## config.mk

```make
export PLATFORM = sky130hd
export DESIGN_NAME = prog_counter_flat
export DESIGN_NICKNAME = d
export VERILOG_FILES = /design/src/rtl/prog_counter_if.sv /design/src/rtl/prog_counter.sv /design/src/flat_wrapper.sv
export SDC_FILE = /design/constraint.sdc
export NUM_CORES = 1
export LEC_CHECK = 0
export ABC_CLOCK_PERIOD_IN_PS = 4620
export CORE_MARGIN = 5
export CORE_UTILIZATION = 45
export CTS_BUF_LIST = sky130_fd_sc_hd__clkbuf_4 sky130_fd_sc_hd__clkbuf_8
export CTS_CLUSTER_DIAMETER = 40
export DETAILED_ROUTE_END_ITERATION = 8
export PLACE_DENSITY = 0.82
export SLEW_MARGIN = 20
export SYNTH_ARGS = -nofsm -noshare
export SYNTH_HDL_FRONTEND = slang
export SYNTH_SLANG_ARGS = --single-unit
```

## constraint.sdc

```tcl
create_clock -name clk -period 4.62 [get_ports clk]
set_input_delay 0.462 -clock clk [delete_from_list [all_inputs] [get_ports clk]]
set_output_delay 0.462 -clock clk [all_outputs]
set_load 0.01 [all_outputs]
```

## src/rtl/prog_counter_if.sv

```systemverilog
// Control and status bundle for prog_counter: the stimulus side drives the
// master modport and the counter sits on the slave modport.
interface prog_counter_if #(
   parameter int WIDTH = 8
);
   logic             en;
   logic             up;
   logic             clr;
   logic             load;
   logic [WIDTH-1:0] load_val;
   logic             oneshot;
   logic [WIDTH-1:0] count;
   logic             tc;
   logic             ovf;
   logic             done;

   modport master (
      output en, up, clr, load, load_val, oneshot,
      input  count, tc, ovf, done
   );

   modport slave (
      input  en, up, clr, load, load_val, oneshot,
      output count, tc, ovf, done
   );
endinterface

```

## src/rtl/prog_counter.sv

```systemverilog
// Parametrised up/down counter with wrap or saturate at 0..MAX_VAL, sync
// clear/load, one-shot stop (DONE state), terminal-count pulse and sticky overflow.
module prog_counter #(
   parameter int             WIDTH    = 8,
   parameter logic [WIDTH-1:0] MAX_VAL = {WIDTH{1'b1}},
   parameter bit             SATURATE = 1'b0
) (
   input  logic          clk,
   input  logic          rst,
   prog_counter_if.slave bus
);

   typedef enum logic {
      ST_COUNT = 1'b0,
      ST_DONE  = 1'b1
   } state_t;

   localparam logic [WIDTH-1:0] LP_ONE = {{(WIDTH-1){1'b0}}, 1'b1};

   state_t           r_state;
   state_t           w_nextState;
   logic [WIDTH-1:0] r_count;
   logic [WIDTH-1:0] w_nextCount;
   logic [WIDTH-1:0] w_loadVal;
   logic             r_tc;
   logic             r_ovf;
   logic             w_nextTc;
   logic             w_nextOvf;
   logic             w_step;
   logic             w_boundary;

   // Loads above the terminal value are clamped so count never leaves 0..MAX_VAL.
   assign w_loadVal  = (bus.load_val > MAX_VAL) ? MAX_VAL : bus.load_val;
   assign w_step     = bus.en && (r_state == ST_COUNT);
   assign w_boundary = w_step && (bus.up ? (r_count == MAX_VAL) : (r_count == '0));

   always_ff @(posedge clk or negedge rst) begin
      if (!rst) begin
         r_state <= ST_COUNT;
      end else begin
         r_state <= w_nextState;
      end
   end

   always_comb begin
      w_nextState = r_state;
      if (bus.clr || bus.load) begin
         w_nextState = ST_COUNT;
      end else if (w_boundary && bus.oneshot) begin
         w_nextState = ST_DONE;
      end
   end

   // A one-shot boundary event freezes count at the boundary regardless of wrap mode.
   always_comb begin
      w_nextCount = r_count;
      w_nextTc    = 1'b0;
      w_nextOvf   = r_ovf;
      if (bus.clr) begin
         w_nextCount = '0;
         w_nextOvf   = 1'b0;
      end else if (bus.load) begin
         w_nextCount = w_loadVal;
      end else if (w_boundary) begin
         w_nextTc  = 1'b1;
         w_nextOvf = 1'b1;
         if (!bus.oneshot && !SATURATE) begin
            w_nextCount = bus.up ? '0 : MAX_VAL;
         end
      end else if (w_step) begin
         w_nextCount = bus.up ? (r_count + LP_ONE) : (r_count - LP_ONE);
      end
   end

   always_ff @(posedge clk or negedge rst) begin
      if (!rst) begin
         r_count <= '0;
         r_tc    <= 1'b0;
         r_ovf   <= 1'b0;
      end else begin
         r_count <= w_nextCount;
         r_tc    <= w_nextTc;
         r_ovf   <= w_nextOvf;
      end
   end

   assign bus.count = r_count;
   assign bus.tc    = r_tc;
   assign bus.ovf   = r_ovf;
   assign bus.done  = (r_state == ST_DONE);

endmodule

```

## src/flat_wrapper.sv

```systemverilog
// flat-port wrapper written by rule: the top's interface ports become plain ports
module prog_counter_flat 
#(
   parameter int             WIDTH    = 8,
   parameter logic [WIDTH-1:0] MAX_VAL = {WIDTH{1'b1}},
   parameter bit             SATURATE = 1'b0
)
  (clk, rst, bus_en, bus_up, bus_clr, bus_load, bus_load_val, bus_oneshot, bus_count, bus_tc, bus_ovf, bus_done);
  prog_counter_if #(.WIDTH(WIDTH)) bus_i ();
  input  logic clk;
  input  logic rst;
  input wire logic [$bits(bus_i.en)-1:0] bus_en;
  input wire logic [$bits(bus_i.up)-1:0] bus_up;
  input wire logic [$bits(bus_i.clr)-1:0] bus_clr;
  input wire logic [$bits(bus_i.load)-1:0] bus_load;
  input wire logic [$bits(bus_i.load_val)-1:0] bus_load_val;
  input wire logic [$bits(bus_i.oneshot)-1:0] bus_oneshot;
  output wire logic [$bits(bus_i.count)-1:0] bus_count;
  output wire logic [$bits(bus_i.tc)-1:0] bus_tc;
  output wire logic [$bits(bus_i.ovf)-1:0] bus_ovf;
  output wire logic [$bits(bus_i.done)-1:0] bus_done;
  assign bus_i.en = bus_en;
  assign bus_i.up = bus_up;
  assign bus_i.clr = bus_clr;
  assign bus_i.load = bus_load;
  assign bus_i.load_val = bus_load_val;
  assign bus_i.oneshot = bus_oneshot;
  assign bus_count = bus_i.count;
  assign bus_tc = bus_i.tc;
  assign bus_ovf = bus_i.ovf;
  assign bus_done = bus_i.done;
  prog_counter #(.WIDTH(WIDTH), .MAX_VAL(MAX_VAL), .SATURATE(SATURATE)) u_core (.clk(clk), .rst(rst), .bus(bus_i));
endmodule
```

Word-level counts from Yosys, hierarchy flattened. Index checks and enable logic that the tools add are counted.

Add/subtract/negate cells: 2. Multipliers: 0. Div/mod/pow operators: 0. Order comparisons: 1. Equality and inequality tests: 3. Shift operators: 0. Mux-type cells: 17. Bitwise operators: 1. Reduce and logical (&&, ||, !) cells: 10.

Operators by type and width (count): two-way mux 8 bit (8); two-way mux 1 bit (9); adder 8 x 1 -> 8 bit, second input constant (1); == test 8 bit, second input constant (1); greater-than comparator 8 bit, second input constant (1); logical NOT 8 bit (1); subtractor 8 x 1 -> 8 bit, second input constant (1); != test 4 bit, second input constant (1); AND reduction 2 bit (2); nonzero test 2 bit (2); nonzero test 4 bit (1); logical AND 1 bit (3); != test 2 bit, second input constant (1); logical OR 1 bit (1); NOT 1 bit (1).

Register bits: 11. Bits in latches: 0. Memory bits (writable): 0. Memory bits (read-only): 0. Output and inout port bits: 11. Memories kept: 0.

Longest topological paths before layout. Gate-level depths: netlist (run 1).

Word-level depth: 6. Mapped depth: 9. Mapped depth without buffers: 8.

Worst setup path after synthesis (run 1). No wires, ideal clock.

Path type: input to register. Start: input port bus_up. End: register u_core.r_count[7], in the netlist u_core.bus.count[7]. Data arrival time: 1.995 ns. Data required time: 4.538 ns. Path slack: 2.543 ns. Stages: 9. Path buffers: 1. Cells stage by stage: inv_1 > ha_1 > clkbuf_1 > o21ai_0 > a22o_1 > nor3_1 > a31oi_1 > nand4bb_1 > a31oi_1.

Longest elaborated chain between the ends: 5.

Ends and longest elaborated chain: from (decl) (line flat_wrapper.sv:13) `input wire logic [$bits(bus_i.up)-1:0] bus_up;`; two-way mux 8 bit, or another cell as far along (line prog_counter.sv:71) `w_nextCount = bus.up ? (r_count + LP_ONE) : (r_count - LP_ONE);`; two-way mux 8 bit, or another cell as far along (line prog_counter.sv:70) `end else if (w_step) begin`; two-way mux 8 bit (line prog_counter.sv:64) `end else if (w_boundary) begin`; two-way mux 8 bit (line prog_counter.sv:62) `end else if (bus.load) begin`; two-way mux 8 bit (line prog_counter.sv:59) `if (bus.clr) begin`; to (signal assigned) (line prog_counter.sv:81) `r_count <= w_nextCount;`; to (decl) (line prog_counter.sv:22) `logic [WIDTH-1:0] r_count;`.

Several ways; a longest one is shown, not always the timed one. The select of a mux whose other input is x is not followed. A chain may end at the register's enable or synchronous reset.

Worst setup path in the final report (run 1). Ends and elaborated chain as after synthesis.

==> run_results.csv, run 1 <==
group,metric,value,unit
final_layout,antenna_cells,0,
clocking,cts_buffer_depth,2,
placement,dp_worst_setup_slack,1840,ps
synth,synth_nets,139,
clocking,clk_latency,270,ps
routing,via_per_inst,5.81,
sta,max_freq,394,MHz
power,powerDensity,259,nW/um2
synth,seq_area_frac_synth,27.8,%
clocking,post_cts_resized,0,
sta,setup_ws,2080,ps
global_route,grt_pass1_wl,4350,um
floorplanning,start_util,46.0,%
routing,drc,0,
routing,routed-wl-met2,1340,um
sta,skew,4.44,ps
placement,gp_congestion,0.830,
clocking,h-tree-depth,1,
synth,synth-seq-cells,11,
routing,top_layer,"met4",
sta,worst_slew_pin_slew,743,ps
routing,wl_met3,84,um
routing,firstDrtPassIters,4,
final_layout,nNetsFinal,165,
floorplanning,rows,17,
placement,io_buffers,25,
floorplanning,io_pins,26,
synth,synthCells,117,
setup_path,path_class,"in2reg",
routing,routed_wl,2570,um
clocking,path_clk_slew,80,ps
routing,drt_iter0_drc,25,
global_route,grt_overflow,0,
setup_path,cp_max_fo,9,
final_layout,area_growth,30.0,%
global_route,grt_usage,16.9,%
synth,synth.area.top_cells,"dfrtp_1 28%, ha_1 7.6%, nor2b_1 5.7%, nand2_1 4.6%, o41ai_1 3.5%",
global_route,antenna_found_initial,0,
routing,final_antenna_net_count,0,
final_layout,n_fill_cell,199,
placement,dp.final_hpwl,2040,um
synth,postSynthAreaPerCell,8.45,um2
routing,num_vias,988,
floorplanning,core,2150,um2
sta,fin_tns_setup,0,ps
setup_path,critical_path_required,4810,ps
run,maxCapViolCount,0,
routing,wl_per_cell,15.1,um
clocking,hold_buffers,0,
synth,synth.distinct_cells,40,
floorplanning,die_w,56.9,um
sta,setup_violations,0,
global_route,grt_max_degree,16,
sta,report.final.slew_viol_count,0,
sta,period_minus_slack,2540,ps
clocking,cts.sinks,11,
clocking,cts_buffers,3,
sta,period_share,54.9,%
synth,synth_area,988,um2
floorplanning,die_area,3230,um2
setup_path,endpoint_kind,"register",
floorplanning,die_y,56.9,um
synth,synth.top_cell.area_share,27.8,%
clocking,post_cts_buffers,0,
clocking,cts_tree,"built",
synth,yosys.area.top_type,"dfrtp_1",
global_route,grt_pass1_vias,939,
routing,wl_met1,1110,um
setup_path,cp-start-kind,"input port",
power,vdd_ir_drop_max,0.172,mV
min_path,hp-class,"in2async",
sta,relSlewSlack,50.2,%
sta,hold_viol_final,0,
setup_path,cp.arrival,2730,ps
run_status,outcome,"completed",
clocking,cts-root-buf,"clkbuf_4",
synth,yosys_warnings,0,
power,p_leak,0.538,nW
final_layout,drive_gt1_share,6.34,%
sta,rsz0062_at_grt,"false",
-- synthesized netlist by cell type, drive strengths merged --
cell	instances
nand2b	1
o21ai	5
clkbuf	3
or3b	1
fa	1
a21boi	4
nor3	4
o31ai	2
nand3	2
a21o	4
nor3b	1
nand4bb	1
o41a	1
inv	6
dfrtp	11
a31oi	3
mux2i	1
xnor2	3
buf	1
nor4b	1
nor2	9
o31a	1
and3	1
nand3b	1
o21a	3
nor2b	9
a211oi	1
o41ai	4
a21oi	6
nand4	4
ha	6
o221ai	1
a22o	1
nor4	2
nand2	12
-- cell families (layout without fill, tap and decap cells) --
logic type	Yosys count	in the layout	share of synthesized area (%)
AO/OA/AOI/OAI	36	36	26.6
XOR/XNOR	3	3	2.66
adder cells (fa/ha/maj)	7	7	9.62
buffers and inverters	10	35	4.18
flip-flops	11	11	27.8
multiplexers	1	1	1.01
AND/OR/NAND/NOR	49	49	28.1
-- through the flow --
step | std cells | cell area [um2] | util [%] | hold WS (ps) | total power (W)
after floorplan | 117 | 988 | - | 166 | 0.000206
after global placement | 166 | 1250 | 58.4 | 514 | 0.000254
after detailed placement | 166 | 1250 | 58.4 | 517 | 0.000258
after CTS | 170 | 1280 | 59.8 | 531 | 0.000334
after global routing | 170 | 1280 | 59.8 | 564 | 0.000356
final | 170 | 1280 | 59.8 | 522 | 0.000332
-- worst paths after layout --
kind / depth (start not counted) / slack (ps) / start / endpoint
min in group clk: 2 / 530 / u_core.bus.ovf / u_core.bus.ovf
worst min-delay path: 1 / 520 / rst / u_core.bus.count[2]
worst max register to register: 6 / 2390 / u_core.bus.count[0] / u_core.bus.count[0]
max in group asynchronous: 1 / 3750 / rst / u_core.bus.count[7]
worst min register to register: 2 / 530 / u_core.bus.ovf / u_core.bus.ovf
worst max-delay path: 9 / 2080 / bus_up / u_core.bus.count[7]
-- final cells by class --
class / count / area (um2) / area share [%]
inverters: 6 / 22.5 / 1.75
clock buffers: 4 / 30.0 / 2.34
flip-flops and latches: 11 / 275 / 21.4
repair buffers: 25 / 250 / 19.5
well taps: 28 / 35.0 / 2.73
multi-input cells: 96 / 672 / 52.3
-- critical path, cell delays in order --
cell and delay [ps]:
clkdlybuf4s50_1 580, inv_1 190, ha_1 470, o21ai_0 130, a22o_1 250, nor3_1 180, a31oi_1 120, nand4bb_1 190
a31oi_1 160
-- power by group --
| group | total (W) | internal, W | switching [W] |
|---|---|---|---|
| Sequential | 0.000119 | 0.000105 | 0.0000145 |
| Clock | 0.0000745 | 0.0000393 | 0.0000352 |
| Combinational | 0.000139 | 0.0000717 | 0.0000671 |
-- routing by layer --
metal / GRT usage (%) / vias up
met5: 0 / -
met4: 5.96 / 0
met3: 1.38 / 5
met2: 29.7 / 22
met1: 21.3 / 476
li1: - / 485
-- layout by cell type, fill, tap and decap left out, types with 2 or more instances in the layout --
master / synthesis / layout
clkdlybuf4s50_1: 0 / 25
xnor2_1: 3 / 3
nor3_1: 3 / 3
a21oi_1: 6 / 6
inv_1: 6 / 6
o21ai_1: 2 / 2
clkbuf_4: 0 / 4
nor2_1: 9 / 9
nor2b_1: 9 / 9
o21ai_0: 3 / 3
nand3_1: 2 / 2
ha_1: 6 / 6
a21o_1: 4 / 4
a21boi_0: 3 / 3
a31oi_1: 3 / 3
dfrtp_1: 11 / 11
o21a_1: 3 / 3
nand4_1: 3 / 3
o41ai_1: 4 / 4
o31ai_1: 2 / 2
nand2_1: 12 / 12
-- flip-flops by register name, summed over array words and instances (netlist names) --
signal	flops
u_core.bus.ovf	1
u_core.bus.count	8
u_core.bus.done	1
u_core.bus.tc	1
No activity file was read; power rests on OpenSTA's default activity.
==> run 2: changes to the inputs <==
Settings changed: ABC_CLOCK_PERIOD_IN_PS 4620 to 2500.
Clock period 4.62 ns to 2.5 ns, I/O delays scaled along.
==> run 2 against run 1 <==
Compared with the run above: final area increased by 3.5%; flip-flop and latch count unchanged; clock skew decreased by 3.5 ps; cell count increased by 3.5%; sequential share of layout area decreased by 0.73 points; count of clock-buffer cells in the layout unchanged; sequential power increased by 85%; via count increased by 2.9%; die area unchanged; critical endpoint is now u_core.bus.count[5]; largest cell class unchanged; highest routed layer unchanged.
==> run_results.csv, run 2 (synthesis gave the netlist of run 1 again) <==
group,metric,value,unit
clocking,cts_tree,"built",
sta,hold_viol_final,0,
setup_path,cp.arrival,2290,ps
power,vdd_ir_drop_max,0.334,mV
placement,gp_congestion,0.829,
placement,dp_worst_setup_slack,90.5,ps
global_route,grt_overflow,0,
setup_path,r2r-end,"u_core.bus.count[6]",
floorplanning,core,2150,um2
routing,drt_iter0_drc,35,
floorplanning,die_area,3230,um2
clocking,hold_buffers,0,
final_layout,nNetsFinal,171,
floorplanning,die_w,56.9,um
clocking,h-tree-depth,1,
sta,setup_violations,0,
setup_path,endpoint_kind,"register",
run_status,outcome,"completed",
setup_path,crit_chain,"clkdlybuf4s50_1 > inv_1 > ha_1 > a21o_1 > a21oi_1 > nand2_1 > xnor2_1 > o21a_1 > o41ai_1",
setup_path,cp-start-kind,"input port",
setup_path,rrSetupSlack,450,ps
floorplanning,die_y,56.9,um
clocking,cts_buffer_depth,2,
global_route,grt_pass1_vias,1025,
sta,worst_slew_pin_slew,534,ps
routing,num_vias,1017,
final_layout,antenna_cells,0,
sta,fin_tns_setup,0,ps
setup_path,worst_path_max_delay_cell,"clkdlybuf4s50_1",
global_route,antenna_found_initial,0,
routing,routed_wl,2690,um
final_layout,seq_area,275,um2
clocking,post_cts_resized,0,
sta,rsz0062_at_grt,"false",
floorplanning,start_util,46.0,%
clocking,cts.sinks,11,
sta,period_minus_slack,2130,ps
min_path,hp-class,"in2async",
power,finalPower,0.000626,W
final_layout,layout_common_cells,"25 x clkdlybuf4s50_1, 12 x nand2_1, 11 x dfrtp_1",
routing,wl_per_cell,15.3,um
setup_path,cp_max_fo,8,
sta,setup_ws,371,ps
routing,drc,0,
final_layout,multiInputGateArea,672,um2
routing,final_antenna_net_count,0,
final_layout,layout_commonest_cell,"clkdlybuf4s50_1",
routing,via_per_inst,5.78,
clocking,cts-root-buf,"clkbuf_4",
setup_path,r2r_cells,8,
clocking,cts_buffers,3,
placement,io_buffers,25,
final_layout,n_fill_cell,170,
final_layout,drive_gt1_share,10.1,%
placement,dp.final_hpwl,2180,um
setup_path,critical_path_required,2660,ps
power,powerDensity,471,nW/um2
sta,period_share,85.2,%
run,maxCapViolCount,0,
clocking,post_cts_buffers,0,
sta,skew,0.910,ps
sta,hold_slack,320,ps
routing,firstDrtPassIters,4,
sta,max_freq,470,MHz
clocking,path_clk_slew,70,ps
clocking,clk_latency,260,ps
setup_path,path_class,"in2reg",
sta,relSlewSlack,64.1,%
final_layout,largest_reg_flops,8,
setup_path,slowest_delay,470,ps
power,p_leak,0.568,nW
sta,report.final.slew_viol_count,0,
floorplanning,io_pins,26,
final_layout,area_growth,34.6,%
global_route,grt_max_degree,16,
floorplanning,rows,17,
global_route,grt_usage,18.5,%
global_route,grt_pass1_wl,4700,um
setup_path,r2r_start,"u_core.bus.count[0]",
-- run 2: cell count changes in the layout (fill, tap and decap cells not counted), sizes merged --
cell	previous run	this run
buf	0	6
-- run 2: through the flow --
step           cells  utilization, %  cell area, um2
6_report         176            61.9            1330
5_1_grt          176            61.9            1330
4_1_cts          176            61.9            1330
3_5_place_dp     172            60.5            1300
3_3_place_gp     172            60.5            1300
2_1_floorplan    117               -             988
-- run 2: worst max-delay path by stage --
stage | from | to | slack, ps | depth (start not counted)
final | bus_up | u_core.bus.count[5] | 370 | 9
after global routing | bus_up | u_core.bus.count[7] | 240 | 9
after CTS | bus_up | u_core.bus.count[5] | 370 | 9
after detailed placement | bus_up | u_core.bus.count[5] | 90 | 9
after global placement | bus_up | u_core.bus.count[5] | 160 | 9
after floorplan | u_core.bus.count[6] | u_core.bus.count[7] | 530 | 8
-- run 2: area by class of cell --
class	count	share of cell area [%]
Tap cell	28	2.63
Inverter	6	1.69
Sequential cell	11	20.7
Multi-Input combinational cell	96	50.5
Timing Repair Buffer	31	22.2
Clock buffer	4	2.26
-- run 2: metal layers --
| layer | global-route usage (%) | share of wire, % |
|---|---|---|
| met1 | 22.0 | 43 |
| met2 | 30.5 | 51 |
| met3 | 2.76 | 3.3 |
| met4 | 12.3 | 3.2 |
| met5 | 0 | 0 |
-- run 2: power breakdown --
part	switching [W]	total [W]	internal (W)	leakage (nW)
clock	0.0000579	0.000130	0.0000725	0.0184
sequential	0.0000267	0.000220	0.000193	0.145
combinational	0.000132	0.000276	0.000143	0.405
total	0.000217	0.000626	0.000409	0.568
-- run 2: worst max-delay path: cells and delay by family --
family	cells	cell delay (ps)
buffers and inverters	2	610
AND/OR/NAND/NOR	1	100
AO/OA/AOI/OAI	4	850
adder cells (fa/ha/maj)	1	330
XOR/XNOR	1	140
==> run 3: changes to the inputs <==
Settings changed: ABC_CLOCK_PERIOD_IN_PS 2500 to 1900, CORE_MARGIN 5 to default, PLACE_DENSITY 0.82 to 0.85.
Clock period 2.5 ns to 1.9 ns, I/O delays scaled along.
==> run 3 against run 2 <==
Compared with the run above: the flow now finishes with violations (setup timing); non-clock buffer count increased by 34; via count increased by 29%; final area increased by 34%; setup slack got worse by 420 ps; sequential power increased by 32%; clock power increased by 41%; critical endpoint is now u_core.bus.count[6].
==> run_results.csv, run 3 (synthesis gave the netlist of run 1 again) <==
group,metric,value,unit
setup_path,rrSetupSlack,-50,ps
power,p_comb_share,55.2,%
placement,gp_congestion,0.957,
clocking,h-tree-depth,1,
sta,hold_viol_final,0,
clocking,cts_buffers,3,
clocking,clk_latency,300,ps
sta,relSlewSlack,62.8,%
setup_path,critical_path_required,2090,ps
setup_path,r2r-end,"u_core.bus.count[6]",
final_layout,seq_area,280,um2
final_layout,multiInputGateArea,847,um2
routing,drc,0,
sta,report.final.slew_viol_count,0,
sta,worst_slew_pin_slew,557,ps
final_layout,layout_common_cells,"35 x buf_4, 24 x clkdlybuf4s50_1, 9 x nor2_1",
routing,num_vias,1311,
power,vdd_ir_drop_max,0.634,mV
final_layout,nNetsFinal,205,
routing,firstDrtPassIters,4,
floorplanning,rows,16,
placement,dp.final_hpwl,2540,um
final_layout,largest_reg_flops,8,
setup_path,cp_top_family,"compound AO/OA/AOI/OAI gates",
global_route,grt_pass1_vias,1206,
setup_path,endpoint_kind,"register",
placement,dp_cells,192,
run,maxCapViolCount,0,
global_route,grt_pass1_wl,5680,um
sta,skew,3.37,ps
run_status,violations,"setup timing",
sta,rsz0062_at_grt,"true",
final_layout,n_fill_cell,91,
power,powerDensity,596,nW/um2
floorplanning,die_y,48.9,um
sta,setup_ws,-48.9,ps
global_route,grt_max_degree,13,
routing,via_per_inst,6.27,
floorplanning,io_pins,26,
final_layout,instances_no_fill,209,
power,p_sw_share,39.5,%
power,p_clk_share,17.3,%
global_route,grt_overflow,0,
final_layout,antenna_cells,0,
clocking,cts-root-buf,"clkbuf_4",
floorplanning,die_area,2390,um2
setup_path,r2r_cells,8,
routing,routed-wl-met2,2010,um
clocking,cts_tree,"built",
global_route,antenna_found_initial,0,
setup_path,cp_max_fo,3,
clocking,cts.sinks,11,
min_path,hp-class,"in2async",
setup_path,worst_path_max_delay_cell,"dfrtp_1",
setup_path,crit_chain,"inv_2 > fa_2 > nor2b_2 > o31a_1 > mux2i_1 > a21oi_1 > o221ai_1 > nand2_1",
sta,max_freq,513,MHz
final_layout,area_growth,80.0,%
power,switching_power,0.000419,W
setup_path,cp.arrival,2140,ps
setup_path,path_class,"reg2reg",
power,power_frac_seq,27.5,%
routing,wl_met3,336,um
setup_path,slowest_delay,420,ps
global_route,grt_usage,31.6,%
setup_path,cp-start-kind,"register",
routing,wl_per_cell,20.7,um
routing,top_layer,"met4",
final_layout,final_util,88.0,%
setup_path,r2r_start,"u_core.bus.count[1]",
setup_path,critPathBufInv,1,
floorplanning,die_w,48.9,um
placement,io_buffers,25,
clocking,path_clk_slew,80,ps
sta,setup_violations,3,
final_layout,layout_commonest_cell,"buf_4",
routing,wl_met1,1680,um
power,p_int,0.000641,W
floorplanning,core,2020,um2
floorplanning,start_util,48.9,%
run_status,outcome,"finished, violations left",
clocking,cts_buffer_depth,2,
sta,period_share,103,%
final_layout,drive_gt1_share,42.9,%
sta,period_minus_slack,1950,ps
power,p_leak,0.773,nW
routing,drt_iter0_drc,54,
routing,final_antenna_net_count,0,
routing,routed_wl,4330,um
## run 3: cell types whose count changed in the layout (fill, tap and decap cells not counted), moves of 4 or more
cell	delta
ha_1	-4
buf_6	+5
nand2_2	+4
dfrtp_1	-4
dfrtp_2	+4
nand2_1	-4
buf_4	+29
ha_4	+4
## run 3: cell type report
cell class / count / area share (%)
tap: 27 / 1.90
inverter: 6 / 1.27
sequential: 11 / 15.8
multi-input combinational: 96 / 47.6
clock inverter: 1 / 0.281
timing repair buffer: 65 / 31.9
clock buffer: 3 / 1.27
## run 3: worst max-delay path by stage
stage / startpoint / endpoint / slack, ps / cells after the start
5_1_grt: u_core.bus.count[6] / u_core.bus.count[7] / -110 / 7
4_1_cts: u_core.bus.count[1] / u_core.bus.count[2] / 3 / 6
6_report: u_core.bus.count[1] / u_core.bus.count[6] / -50 / 8
3_5_place_dp: bus_up / u_core.bus.count[7] / -400 / 9
2_1_floorplan: u_core.bus.count[6] / u_core.bus.count[7] / 0.02 / 8
3_3_place_gp: bus_up / u_core.bus.count[7] / -340 / 9
## run 3: power groups by stage
stage          combinational [W]  clock [W]  sequential [W]
2_1_floorplan           0.000214          0        0.000296
3_3_place_gp            0.000406          0        0.000284
3_5_place_dp            0.000429          0        0.000285
4_1_cts                 0.000456   0.000175        0.000288
5_1_grt                 0.000616   0.000195        0.000293
6_report                0.000586   0.000183        0.000291
## run 3: metal layers
| layer | global-route usage, % | vias to the layer above |
|---|---|---|
| met1 | 38.9 | 623 |
| met4 | 21.1 | 0 |
| met3 | 4.98 | 31 |
| li1 | - | 565 |
| met2 | 50.7 | 92 |
| met5 | 0 | - |
## run 3: metrics by stage
stage | area (um2) | TNS (ps) | power, W | worst slack, ps | hold WS (ps)
2_1_floorplan | 1000 | 0 | 0.000510 | 0.0193 | -106
3_3_place_gp | 1470 | -1690 | 0.000691 | -337 | 511
3_5_place_dp | 1470 | -2700 | 0.000714 | -399 | 528
4_1_cts | 1560 | 0 | 0.000920 | 3.18 | 262
5_1_grt | 1780 | -457 | 0.00110 | -114 | 281
6_report | 1780 | -92.6 | 0.00106 | -48.9 | 248
## run 3: timing repair
action                     CTS  global route
hold buffers                 0             0
setup endpoints to repair    8             8
resized for setup           17            26
pin swaps                    6            16
gates cloned                 0             1
buffers inserted             0            12
